### src/rtl/alu_sched.sv
// Shares one combinational alu between two requesters with round-robin grant.
// Multi-bit shifts run as repeated 1-bit passes; the response is held until i_rsp_ready.
module alu_sched #(
  parameter int SIZE = 8
) (
  input  logic            i_clk,
  input  logic            i_rst_n,
  input  logic [1:0]      i_req_valid,
  input  logic [3:0]      i_req_op0,
  input  logic [SIZE-1:0] i_req_a0,
  input  logic [SIZE-1:0] i_req_b0,
  input  logic [3:0]      i_req_op1,
  input  logic [SIZE-1:0] i_req_a1,
  input  logic [SIZE-1:0] i_req_b1,
  output logic [1:0]      o_req_ready,
  output logic            o_rsp_valid,
  output logic            o_rsp_id,
  output logic [SIZE-1:0] o_rsp_data,
  input  logic            i_rsp_ready,
  output logic [3:0]      o_alu_do,
  output logic [SIZE-1:0] o_alu_a,
  output logic [SIZE-1:0] o_alu_b,
  input  logic [SIZE-1:0] i_alu_out,
  output logic            o_busy
);
  // Opcode map: MOV=0 ADD=1 SUB=2 AND=3 OR=4 XOR=5 LSR=6 LSL=7 ASR=8 ASL=9 CND=10
  localparam logic [3:0] ALU_MOV = 4'd0;
  localparam logic [3:0] ALU_LSR = 4'd6;
  localparam logic [3:0] ALU_LSL = 4'd7;
  localparam logic [3:0] ALU_ASR = 4'd8;
  localparam logic [3:0] ALU_ASL = 4'd9;
  localparam int CW = $clog2(SIZE) + 1;

  typedef enum logic [1:0] {IDLE, EXEC, SHIFT, DONE} state_t;

  state_t          state_q, state_d;
  logic [3:0]      op_q, op_d;
  logic [SIZE-1:0] a_q, a_d, b_q, b_d, acc_q, acc_d;
  logic            id_q, id_d, rr_q, rr_d;
  logic [CW-1:0]   cnt_q, cnt_d;

  logic            grant;
  logic [3:0]      sel_op;
  logic [SIZE-1:0] sel_a, sel_b;
  logic [CW-1:0]   sel_cnt;

  function automatic logic is_shift(input logic [3:0] op);
    return op inside {ALU_LSR, ALU_LSL, ALU_ASR, ALU_ASL};
  endfunction

  // Requester 1 wins when it is alone or when the pointer names it.
  assign grant   = i_req_valid[1] & (~i_req_valid[0] | rr_q);
  assign sel_op  = grant ? i_req_op1 : i_req_op0;
  assign sel_a   = grant ? i_req_a1  : i_req_a0;
  assign sel_b   = grant ? i_req_b1  : i_req_b0;
  assign sel_cnt = (sel_b >= SIZE) ? CW'(SIZE) : sel_b[CW-1:0];

  always_comb begin
    state_d     = state_q;
    op_d        = op_q;
    a_d         = a_q;
    b_d         = b_q;
    acc_d       = acc_q;
    id_d        = id_q;
    rr_d        = rr_q;
    cnt_d       = cnt_q;
    o_req_ready = 2'b00;
    o_alu_do    = ALU_MOV;
    o_alu_a     = '0;
    o_alu_b     = '0;
    case (state_q)
      IDLE: begin
        if (|i_req_valid && i_rst_n) begin
          o_req_ready[grant] = 1'b1;
          op_d    = sel_op;
          a_d     = sel_a;
          b_d     = sel_b;
          id_d    = grant;
          cnt_d   = sel_cnt;
          rr_d    = ~grant;
          state_d = EXEC;
        end
      end
      EXEC: begin
        if (is_shift(op_q) && cnt_q == '0) begin
          o_alu_do = ALU_MOV;
          o_alu_a  = a_q;
        end else begin
          o_alu_do = op_q;
          o_alu_a  = a_q;
          o_alu_b  = b_q;
        end
        acc_d = i_alu_out;
        if (!is_shift(op_q) || cnt_q <= CW'(1)) begin
          state_d = DONE;
        end else begin
          cnt_d   = cnt_q - 1'b1;
          state_d = SHIFT;
        end
      end
      SHIFT: begin
        // Each pass is a 1-bit shift of the running accumulator.
        o_alu_do = op_q;
        o_alu_a  = acc_q;
        acc_d    = i_alu_out;
        cnt_d    = cnt_q - 1'b1;
        if (cnt_q == CW'(1)) state_d = DONE;
      end
      DONE: begin
        if (i_rsp_ready) state_d = IDLE;
      end
      default: state_d = IDLE;
    endcase
  end

  always_ff @(posedge i_clk or negedge i_rst_n) begin
    if (!i_rst_n) begin
      state_q <= IDLE;
      op_q    <= ALU_MOV;
      a_q     <= '0;
      b_q     <= '0;
      acc_q   <= '0;
      id_q    <= 1'b0;
      rr_q    <= 1'b0;
      cnt_q   <= '0;
    end else begin
      state_q <= state_d;
      op_q    <= op_d;
      a_q     <= a_d;
      b_q     <= b_d;
      acc_q   <= acc_d;
      id_q    <= id_d;
      rr_q    <= rr_d;
      cnt_q   <= cnt_d;
    end
  end

  assign o_rsp_valid = (state_q == DONE);
  assign o_rsp_id    = id_q;
  assign o_rsp_data  = acc_q;
  assign o_busy      = (state_q != IDLE);

endmodule
### config.mk
export PLATFORM = sky130hd
export DESIGN_NAME = alu_sched
export DESIGN_NICKNAME = d
export VERILOG_FILES = /design/src/rtl/alu_sched.sv
export SDC_FILE = /design/constraint.sdc
export NUM_CORES = 1
export LEC_CHECK = 0
export ABC_AREA = 1
export CORE_ASPECT_RATIO = 1.75
export CORE_UTILIZATION = 30
export DETAILED_ROUTE_END_ITERATION = 10
export MAX_ROUTING_LAYER = met4
export SLEW_MARGIN = 20
export SYNTH_ARGS = -nofsm -noshare
export SYNTH_HDL_FRONTEND = slang
export SYNTH_SLANG_ARGS = --single-unit
export TNS_END_PERCENT = 5
### constraint.sdc
create_clock -name i_clk -period 2.25 [get_ports i_clk]
set_clock_uncertainty 0.2 [all_clocks]
set_input_delay 0.45 -clock i_clk [delete_from_list [all_inputs] [get_ports i_clk]]
set_output_delay 0.45 -clock i_clk [all_outputs]
set_load 0.005 [all_outputs]
==> results.md <==
- Among cell families on the critical path, the largest total delay comes from simple AND/OR/NAND/NOR gates.
- The via count of the first global-routing pass is 2158.
- The nature of the critical path endpoint is an output pin.
- The arrival time at the worst endpoint is 1570 ps.
- The average instance in the mapped netlist occupies 7.282 sq um.
- At the end of the flow, the number of nets in the layout was 457.
- The run finished with clean final reports.
- The type of the worst min-delay path is primary input to asynchronous set/reset pin.
- The number of synthesis warnings is 0.
- The starting density of the core is 0.3092.
- Setup repair after global routing could not meet its margin everywhere.
- Setup violations remaining at the end of the flow were counted as 0.
- The final design instance area without fill is 3373 sq um.
- The overall die area is 7368 sq um.
- The power density over cell area is 1290 nW/um^2.
- The largest net degree at the start of global routing is 37.
- The worst-case headroom to the max-slew limit is 0.6837.
- The clock sink count is 36.
- In the synthesized netlist, the number of instances is 289.
- The initial antenna violation count is 0.
- The worst path buffer plus inverter count is 2.
- The most numerous cell type found on the critical path is sky130_fd_sc_hd__nand2_2.
- In the layout the commonest cells are 106 x sky130_fd_sc_hd__nand2_1, 60 x sky130_fd_sc_hd__clkdlybuf4s50_1, 36 x sky130_fd_sc_hd__dfrtp_1, 28 x sky130_fd_sc_hd__buf_4, 23 x sky130_fd_sc_hd__nor2_1.
- The number of nets handed over by synthesis was 348.
- The total track usage is 0.1769.
- The largest driver fanout on the critical path is 4.
- The floorplan has 40 rows.
- The filler cell count in the final layout is 715.
- In this run the cell area measured after placement is 3169 sq um.
- The number of slew-limit violations in the final report is 0.
- The cell with the largest stage delay on the worst path is sky130_fd_sc_hd__dfrtp_1.
- The reg-to-reg startpoint is state_q[0].
- After clock tree synthesis, the clock-pin slew on the worst setup and hold paths is 50 ps.
- The initial DRC count is 68.
- The floorplan step set the die height to 112.8 microns.
- The final weighted congestion of routability-driven global placement is 0.8759.
- The root buffer cell chosen for the clock tree is sky130_fd_sc_hd__clkbuf_16.
- Across all register-to-register paths, the minimum setup slack is 430 ps.
- After detailed routing, the number of vias per cell comes to 4.540.
- The delay contributed by the slowest stage of the critical path is 380 ps.
- The total overflow left after global routing is 0.
- The area growth from synthesis to layout is 60.29%.
- In this run the cell area of the synthesized design comes to 2105 sq um.
- The core region is 6807 sq um.
- The wire length of the first global-routing pass is 9708 microns.
- The minimum period implied by the final worst setup slack is 2222 ps.
- The cts-stage hold buffer count is 0.
- In this run the static leakage power is 1.685 nW.
- The type of element launching the critical path is a flop.
- The horizontal die dimension is 65.32 microns.
- The count of port buffers added during placement is 85.
- The detail-routed net length per standard cell is 12.49 microns.
- The distinct cell type count of the synthesized netlist is 24.
- The final hold violation count was 0.
- The synthesized design contains 36 register bits.
- The kind of critical path is flop to output pin.
- In this run the worst setup path begins at cnt_q[0].
- The number of routed nets with antenna violations is 0.
- The share of post-route cells with drive strength above 1 is 0.1754.
- The sum of negative setup slack is 0 ps.
- The longest clock path from root to sink contains 2 buffers.
- Summed over all nets, the half-perimeter wirelength after detailed placement is 4713 microns.
- The insertion delay of the later-clocked pin in the worst-skew pair is 270 ps.
- The number of H-tree levels is 2.
- The number of clock buffers inserted by TritonCTS is 5.
- The repair_antennas step left the layout with diodes totalling 0.
- The worst-margin pin slew is 474.4 ps.
- Across the VDD grid, the largest voltage drop is 0.6560 mV.
- The proportion of synthesized chip area in sequential cells is 0.4281.
- The number of non-filler instances in the completed layout is 483.
- The CTS tree is yes.
- The achievable clock frequency is 450.1 MHz.
- The number of primary I/O pins is 86.
- The library cell used most frequently in the layout, excluding fill and tap cells, is sky130_fd_sc_hd__nand2_1.
- The required time at the worst-slack endpoint is 1600 ps.
- The number of DRC violations after detailed routing is 0.
- The aggregate routed wire length is 6031 microns.
- The number of optimization iterations in the first detailed-route pass is 4.
- After detailed placement, the design holds a cell count of 473.
- Dividing the final minimum period by the clock period gives 0.9874.
- The critical path goes through inv_1, ha_2, nand4_1, nand2_2, nand2_1, nand2_2, nor2_1, dlygate4sd2_1.
- Summing over every cut layer, the via total after detailed routing is 2193.
- The tool flagged a number of max-cap violations equal to 0.
## final timing paths
| check | to | depth (start not counted) |
|---|---|---|
| setup / recovery | o_alu_do[1] | 8 |
| hold / removal | b_q[7] | 2 |
| setup reg to reg | cnt_q[0] | 11 |
| hold reg to reg | b_q[2] | 2 |
| max in group asynchronous | b_q[3] | 2 |
| min in group i_clk | b_q[2] | 2 |
## report_power, final
part | internal (mW) | switching, mW | leakage [nW] | total (mW)
clock | 0.441 | 0.239 | 0.0712 | 0.680
combinational | 1.19 | 1.29 | 1.17 | 2.48
sequential | 0.977 | 0.214 | 0.442 | 1.19
total | 2.61 | 1.74 | 1.68 | 4.35
## cell usage after synthesis
cell type	count	share of area
sky130_fd_sc_hd__nor2_1	24	0.043
sky130_fd_sc_hd__nand3_2	1	0.0048
sky130_fd_sc_hd__inv_1	27	0.048
sky130_fd_sc_hd__nand2_1	108	0.19
sky130_fd_sc_hd__ha_1	6	0.036
sky130_fd_sc_hd__nand4_1	1	0.0030
sky130_fd_sc_hd__nand2_2	6	0.018
sky130_fd_sc_hd__clkbuf_1	4	0.0071
sky130_fd_sc_hd__buf_2	2	0.0048
sky130_fd_sc_hd__buf_6	5	0.027
sky130_fd_sc_hd__nand3_1	18	0.043
sky130_fd_sc_hd__a21oi_1	17	0.040
sky130_fd_sc_hd__o21ai_1	1	0.0024
sky130_fd_sc_hd__o211ai_1	4	0.014
sky130_fd_sc_hd__o22ai_1	1	0.0030
sky130_fd_sc_hd__xnor2_1	1	0.0042
sky130_fd_sc_hd__nor2_4	3	0.016
sky130_fd_sc_hd__buf_4	1	0.0036
sky130_fd_sc_hd__o21ai_2	1	0.0042
sky130_fd_sc_hd__nand3b_1	1	0.0036
sky130_fd_sc_hd__inv_2	3	0.0054
sky130_fd_sc_hd__o21ai_0	16	0.038
sky130_fd_sc_hd__nand2_4	2	0.011
sky130_fd_sc_hd__dfrtp_1	36	0.43
## metrics by stage
stage	setup WS (ps)	utilization	power, mW	hold WS (ps)
2_1_floorplan	306.6	-	2.437	-45.59
3_3_place_gp	-259.3	0.4656	3.582	267.2
3_5_place_dp	-251.1	0.4656	3.628	272.7
4_1_cts	-250.7	0.4886	4.334	78.94
5_1_grt	-42.65	0.4956	4.757	93.17
6_report	28.27	0.4956	4.351	51.95
## worst register-to-register path, cell delays in order (launching register included)
cell	delay, ps
sky130_fd_sc_hd__dfrtp_1	380
sky130_fd_sc_hd__inv_2	130
sky130_fd_sc_hd__ha_4	160
sky130_fd_sc_hd__inv_2	60
sky130_fd_sc_hd__nor2_4	120
sky130_fd_sc_hd__buf_4	120
sky130_fd_sc_hd__buf_4	100
sky130_fd_sc_hd__inv_2	40
sky130_fd_sc_hd__nand2_2	100
sky130_fd_sc_hd__nand2_2	100
sky130_fd_sc_hd__nor2_1	120
sky130_fd_sc_hd__a21oi_1	80
## layer usage
layer  GRT usage  share of wire  vias up
li1            -              -     1119
met1      0.1889           0.40      995
met2      0.3196           0.54       68
met3     0.02621          0.040       11
met4     0.06522          0.021        0
met5           -              0        -
## registers in the layout (all words and copies together) (netlist names)
| register | cells |
|---|---|
| o_rsp_id | 1 |
| state_q | 2 |
| o_rsp_data | 8 |
| cnt_q | 4 |
| rr_q | 1 |
| a_q | 8 |
| op_q | 4 |
| b_q | 8 |
## area by class of cell
class,instances,area [sq um],share of cell area
multi-input cells,211,1061,0.3145
repair buffers,114,1047,0.3105
flip-flops and latches,36,900.9,0.2671
clock buffers,8,146.4,0.04340
inverters,30,112.6,0.03338
well taps,84,105.1,0.03116
## kinds of logic after synthesis
| group | synth area share |
|---|---|
| fa+ha+maj | 0.03567 |
| compound gates | 0.1023 |
| flops | 0.4281 |
| xor+xnor | 0.004162 |
| simple gates | 0.3341 |
| buf+inv | 0.09572 |
## what timing repair did
action                                  CTS  global route
cloned                                    0             0
endpoints found under the setup margin   22            21
gates resized for setup                  34            16
setup buffers                             0             2
pin swaps                                 2             3
Note: power is estimated with default switching activity, not from simulation.
